[src/rtl/vga_pixel_gen_if.sv]
// Configuration write port for vga_pixel_gen.
// Master drives writes; the pixel generator reports pending shadow state.
interface vga_pixel_gen_if;
    logic        cfg_we;
    logic [1:0]  cfg_addr;
    logic [11:0] cfg_data;
    logic        cfg_pending;

    modport master (
        output cfg_we, cfg_addr, cfg_data,
        input  cfg_pending
    );

    modport slave (
        input  cfg_we, cfg_addr, cfg_data,
        output cfg_pending
    );
endinterface

[src/rtl/vga_pixel_gen.sv]
// Two-stage VGA pixel generator: background, white frame and marker,
// with shadow/active config banks swapped on the first blanking line.
module vga_pixel_gen #(
    parameter int SPRITE_W = 32,
    parameter int SPRITE_H = 32,
    parameter int H_ACTIVE = 640,
    parameter int V_ACTIVE = 480
) (
    input  logic        clock25,
    input  logic        reset,
    input  logic [9:0]  pixel_x,
    input  logic [9:0]  pixel_y,
    input  logic        display_on,
    input  logic        h_sync,
    input  logic        v_sync,
    vga_pixel_gen_if.slave cfg,
    output logic        frame_start,
    output logic [3:0]  red,
    output logic [3:0]  green,
    output logic [3:0]  blue,
    output logic        vga_hs,
    output logic        vga_vs
);

    localparam logic [9:0]  X_LAST  = 10'(H_ACTIVE - 1);
    localparam logic [9:0]  Y_LAST  = 10'(V_ACTIVE - 1);
    localparam logic [9:0]  Y_CMT   = 10'(V_ACTIVE);
    localparam logic [10:0] SW      = 11'(SPRITE_W);
    localparam logic [10:0] SH      = 11'(SPRITE_H);
    localparam logic [11:0] WHITE   = 12'hFFF;
    localparam logic [11:0] MC_RST  = 12'hF00;

    logic [11:0] bg_sh_q, bg_sh_d, mc_sh_q, mc_sh_d;
    logic [9:0]  mx_sh_q, mx_sh_d, my_sh_q, my_sh_d;
    logic [11:0] bg_q, mc_q;
    logic [9:0]  mx_q, my_q;
    logic        pend_q, pend_d, fs_q;
    logic        commit;

    logic [9:0]  x1_q, y1_q;
    logic        de1_q, hs1_q, vs1_q;
    logic [11:0] rgb_q, rgb_d;
    logic        hs2_q, vs2_q;

    logic [10:0] x11, y11, mx11, my11;
    logic        border, hit;

    assign commit = (pixel_x == 10'd0) && (pixel_y == Y_CMT);

    always_comb begin
        bg_sh_d = bg_sh_q;
        mx_sh_d = mx_sh_q;
        my_sh_d = my_sh_q;
        mc_sh_d = mc_sh_q;
        if (cfg.cfg_we) begin
            unique case (cfg.cfg_addr)
                2'd0: bg_sh_d = cfg.cfg_data;
                2'd1: mx_sh_d = cfg.cfg_data[9:0];
                2'd2: my_sh_d = cfg.cfg_data[9:0];
                2'd3: mc_sh_d = cfg.cfg_data;
            endcase
        end
        pend_d = cfg.cfg_we | (pend_q & ~commit);
    end

    // Active bank copies the pre-write shadow, so a same-cycle write waits a frame.
    always_ff @(posedge clock25) begin
        if (reset) begin
            bg_sh_q <= '0;
            mx_sh_q <= '0;
            my_sh_q <= '0;
            mc_sh_q <= MC_RST;
            bg_q    <= '0;
            mx_q    <= '0;
            my_q    <= '0;
            mc_q    <= MC_RST;
            pend_q  <= 1'b0;
            fs_q    <= 1'b0;
        end else begin
            bg_sh_q <= bg_sh_d;
            mx_sh_q <= mx_sh_d;
            my_sh_q <= my_sh_d;
            mc_sh_q <= mc_sh_d;
            pend_q  <= pend_d;
            fs_q    <= commit;
            if (commit) begin
                bg_q <= bg_sh_q;
                mx_q <= mx_sh_q;
                my_q <= my_sh_q;
                mc_q <= mc_sh_q;
            end
        end
    end

    always_ff @(posedge clock25) begin
        if (reset) begin
            x1_q  <= '0;
            y1_q  <= '0;
            de1_q <= 1'b0;
            hs1_q <= 1'b1;
            vs1_q <= 1'b1;
        end else begin
            x1_q  <= pixel_x;
            y1_q  <= pixel_y;
            de1_q <= display_on;
            hs1_q <= h_sync;
            vs1_q <= v_sync;
        end
    end

    // 11-bit compares keep an edge-hugging marker clipped instead of wrapping.
    always_comb begin
        x11    = {1'b0, x1_q};
        y11    = {1'b0, y1_q};
        mx11   = {1'b0, mx_q};
        my11   = {1'b0, my_q};
        border = (x1_q == 10'd0) || (x1_q == X_LAST) ||
                 (y1_q == 10'd0) || (y1_q == Y_LAST);
        hit    = (x11 >= mx11) && (x11 < mx11 + SW) &&
                 (y11 >= my11) && (y11 < my11 + SH);
        if (!de1_q)      rgb_d = '0;
        else if (border) rgb_d = WHITE;
        else if (hit)    rgb_d = mc_q;
        else             rgb_d = bg_q;
    end

    always_ff @(posedge clock25) begin
        if (reset) begin
            rgb_q <= '0;
            hs2_q <= 1'b1;
            vs2_q <= 1'b1;
        end else begin
            rgb_q <= rgb_d;
            hs2_q <= hs1_q;
            vs2_q <= vs1_q;
        end
    end

    assign cfg.cfg_pending = pend_q;
    assign frame_start     = fs_q;
    assign red             = rgb_q[11:8];
    assign green           = rgb_q[7:4];
    assign blue            = rgb_q[3:0];
    assign vga_hs          = hs2_q;
    assign vga_vs          = vs2_q;

endmodule

[src/flat_wrapper.sv]
// flat-port wrapper written by rule: the top's interface ports become plain ports
module vga_pixel_gen_flat 
#(
    parameter int SPRITE_W = 32,
    parameter int SPRITE_H = 32,
    parameter int H_ACTIVE = 640,
    parameter int V_ACTIVE = 480
)
  (clock25, reset, pixel_x, pixel_y, display_on, h_sync, v_sync, frame_start, red, green, blue, vga_hs, vga_vs, cfg_cfg_we, cfg_cfg_addr, cfg_cfg_data, cfg_cfg_pending);
  vga_pixel_gen_if cfg_i ();
  input  logic clock25;
  input  logic reset;
  input  logic [9:0] pixel_x;
  input  logic [9:0] pixel_y;
  input  logic display_on;
  input  logic h_sync;
  input  logic v_sync;
  output logic frame_start;
  output logic [3:0] red;
  output logic [3:0] green;
  output logic [3:0] blue;
  output logic vga_hs;
  output logic vga_vs;
  input wire logic [$bits(cfg_i.cfg_we)-1:0] cfg_cfg_we;
  input wire logic [$bits(cfg_i.cfg_addr)-1:0] cfg_cfg_addr;
  input wire logic [$bits(cfg_i.cfg_data)-1:0] cfg_cfg_data;
  output wire logic [$bits(cfg_i.cfg_pending)-1:0] cfg_cfg_pending;
  assign cfg_i.cfg_we = cfg_cfg_we;
  assign cfg_i.cfg_addr = cfg_cfg_addr;
  assign cfg_i.cfg_data = cfg_cfg_data;
  assign cfg_cfg_pending = cfg_i.cfg_pending;
  vga_pixel_gen #(.SPRITE_W(SPRITE_W), .SPRITE_H(SPRITE_H), .H_ACTIVE(H_ACTIVE), .V_ACTIVE(V_ACTIVE)) u_core (.clock25(clock25), .reset(reset), .pixel_x(pixel_x), .pixel_y(pixel_y), .display_on(display_on), .h_sync(h_sync), .v_sync(v_sync), .cfg(cfg_i), .frame_start(frame_start), .red(red), .green(green), .blue(blue), .vga_hs(vga_hs), .vga_vs(vga_vs));
endmodule
[config.mk]
export PLATFORM = sky130hd
export DESIGN_NAME = vga_pixel_gen_flat
export DESIGN_NICKNAME = d
export VERILOG_FILES = /design/src/rtl/vga_pixel_gen_if.sv /design/src/rtl/vga_pixel_gen.sv /design/src/flat_wrapper.sv
export SDC_FILE = /design/constraint.sdc
export NUM_CORES = 1
export LEC_CHECK = 0
export ABC_AREA = 1
export CORE_AREA = 2 2 146 91
export CTS_CLUSTER_DIAMETER = 120
export CTS_CLUSTER_SIZE = 12
export DETAILED_ROUTE_END_ITERATION = 10
export DIE_AREA = 0 0 148 93
export PLACE_DENSITY = 0.73
export SLEW_MARGIN = 25
export SYNTH_ARGS = -nofsm -noshare
export SYNTH_HDL_FRONTEND = slang
export SYNTH_SLANG_ARGS = --single-unit
export TNS_END_PERCENT = 20
[constraint.sdc]
create_clock -name clock25 -period 2.5 [get_ports clock25]
set_input_delay 0.75 -clock clock25 [delete_from_list [all_inputs] [get_ports clock25]]
set_output_delay 0.75 -clock clock25 [all_outputs]
set_load 0.1 [all_outputs]
==> metrics.cfg <==
[floorplan]
core-area_mm2 = 0.0125
fp.dieW_um = 148
fp-row-count = 32
pin_count = 56
die_h_um = 93
start_util = 0.438
dieArea_mm2 = 0.0138

[cts]
cts_buffers = 17
ctsResizeCount = 0
clock_path_buffers = 2
insertion_delay_ps = 410
ctsRootBufferMaster = clkbuf_16
htreeDepth = 4
clk_pin_slew_ps = 50
cts_setup_buffers = 0
cts_hold_buf = 0
clock_sinks = 127
cts_tree = built

[logic_synthesis]
synth_area_per_cell_um2 = 7.48
syn_area_mm2 = 0.00547
async_reset_ff_frac = 0
synth_compound_area_frac = 0.142
synth_cells = 732
synth_cell_type_count = 26
synth_top_family_by_area = simple AND/OR/NAND/NOR gates
synthAdderAreaFrac = 0.0731
synth_edf_count = 0
synthFlopType = dfxtp_1
synthesis.nets = 804
synth_simple_gate_area_share = 0.221
synth-seq-area-share = 0.464
synth.area.mux_share = 0
synth_xor_area_frac = 0.00960
ys_ff_latch = 127
yosysWarningCount = 0

[grt]
grt_pass1_wl_um = 21200
grt_max_degree = 68
antenna_found_initial = 0
grt_usage = 0.198
grt-ovfl-total = 0
grt_pass1_vias = 4232

[setup_path]
path_class = register to register
worstPathArrival_ps = 2540
worstReg2RegStart = u_core.mx_q[5]
crit_fanout = 10
crit_path_end_kind = register
required_ps = 2780
worst_setup_path_start_kind = register
cp-startpoint = u_core.mx_q[5]

[routing]
drt_iter0_markers = 358
routed_wl_um = 12900
via_per_inst = 4.90
ant_nets = 0
num_vias = 4781
drt-wirelength-per-cell_um = 13.2
drtPass1Iterations = 5
route.detailed.drc = 0

[sta]
setup_slack_ps = 240
fin_worst_skew_ps = 7.82
drv_slew = 0
max_slew_margin = 0.699
max_freq_mhz = 442
final.setup.tns_ps = 0
tightest_slew_ps = 450
setup_viol = 0
rsz0062_at_grt = no
period_needed_ps = 2260
finalHoldViolations = 0
post-route-period-util = 0.904

[cells_and_area]
layout.nets = 864
final_layout_size_suffix_gt1_frac = 0.0882
most-common-layout-cells = nor2_1, dfxtp_1, nand2_1, inv_1, o21ai_0
area_growth_pct = 24.5
diodes = 0
multi_input_area_mm2 = 0.00245
register_area_mm2 = 0.00254
layout_commonest_cell = nor2_1
n_fill_cell = 1193

[power]
p_leak_nw = 3.07
peakVddDrop_v = 0.000484
p_per_area_mw_per_mm2 = 733

[placed_design]
dpl.hpwl_um = 9050
routabilityCongestion = 0.792
io_buffers = 55
preCtsSetupSlack_ps = -78.4

[job]
drv_cap = 0

[min_path]
min-delay-start = u_core.hs1_q
hold_path_class = register to register

[run_status]
status = complete, no violations

==> path summary, 6_finish.rpt <==
check / endpoint / depth (start not counted) / slack (ps)
worst max-delay path: u_core.rgb_q[7] / 17 / 240
worst min-delay path: u_core.vga_hs / 1 / 410
worst max register to register: u_core.rgb_q[7] / 17 / 240
worst min register to register: u_core.vga_hs / 1 / 410
==> synthesized netlist by cell type, types with 7 or more instances <==
cell	number	area share
nand4_1	7	0.0080
a21oi_1	70	0.064
inv_1	88	0.060
nand2_1	94	0.064
dfxtp_1	127	0.46
o21ai_0	81	0.074
ha_1	32	0.073
nor2_1	133	0.091
buf_2	8	0.0073
clkbuf_1	22	0.015
nand3_1	35	0.032
==> registers in the layout, indices dropped and copies added, names as in the netlist, 12 cells and up <==
signal          flops
u_core.mc_q        12
u_core.mc_sh_q     12
u_core.bg_sh_q     12
u_core.rgb_q       12
u_core.bg_q        12
==> per-layer routing <==
| layer | vias to the layer above | track usage | routed length (um) |
|---|---|---|---|
| met5 | - | 0 | 0 |
| met4 | 0 | 0.0429 | 93 |
| met3 | 13 | 0.0620 | 767 |
| met2 | 119 | 0.265 | 5030 |
| met1 | 2177 | 0.305 | 7000 |
| li1 | 2472 | - | - |
==> cells by family after synthesis <==
kind of cell    count (synthesis)
fa+ha+maj                      32
compound gates                154
xor+xnor                        6
simple gates                  289
buf+inv                       124
flops                         127
==> per-stage QoR <==
stage / cell area, um2 / total power [mW] / hold slack (ps) / std cells / util
after floorplan: 5470 / 2.44 / 389 / 732 / -
after global placement: 6230 / 2.62 / 390 / 942 / 0.498
after detailed placement: 6230 / 2.62 / 396 / 942 / 0.498
after CTS: 6810 / 5.02 / 413 / 974 / 0.545
after global routing: 6810 / 5.19 / 422 / 975 / 0.545
final: 6810 / 4.99 / 413 / 975 / 0.545
==> worst max-delay path: stages (launching register included) <==
cell and delay [ps]:
dfxtp_1 350, inv_1 100, nor2_2 200, xor2_1 170, ha_1 260, nand2_1 70, nand2_1 40, nand2_1 50
nand2_1 40, nand2_1 60, nand2_1 50, clkinv_1 50, nand2_2 60, nor2_4 170, buf_4 200, a21oi_1 70
nor2_1 130, nor2_1 60
==> layout make-up <==
| cell class | instances | area share |
|---|---|---|
| sequential | 127 | 0.373 |
| timing repair buffer | 74 | 0.101 |
| clock buffer | 26 | 0.0733 |
| clock inverter | 6 | 0.0118 |
| tap | 170 | 0.0312 |
| multi-input combinational | 481 | 0.359 |
| inverter | 91 | 0.0501 |
==> power breakdown <==
part	switching, mW	leakage [nW]	internal (mW)
Clock	0.838	0.288	1.57
Combinational	0.282	1.75	0.182
Sequential	0.0364	1.04	2.09
Total	1.16	3.07	3.84
No activity file was read; power rests on OpenSTA's default activity.
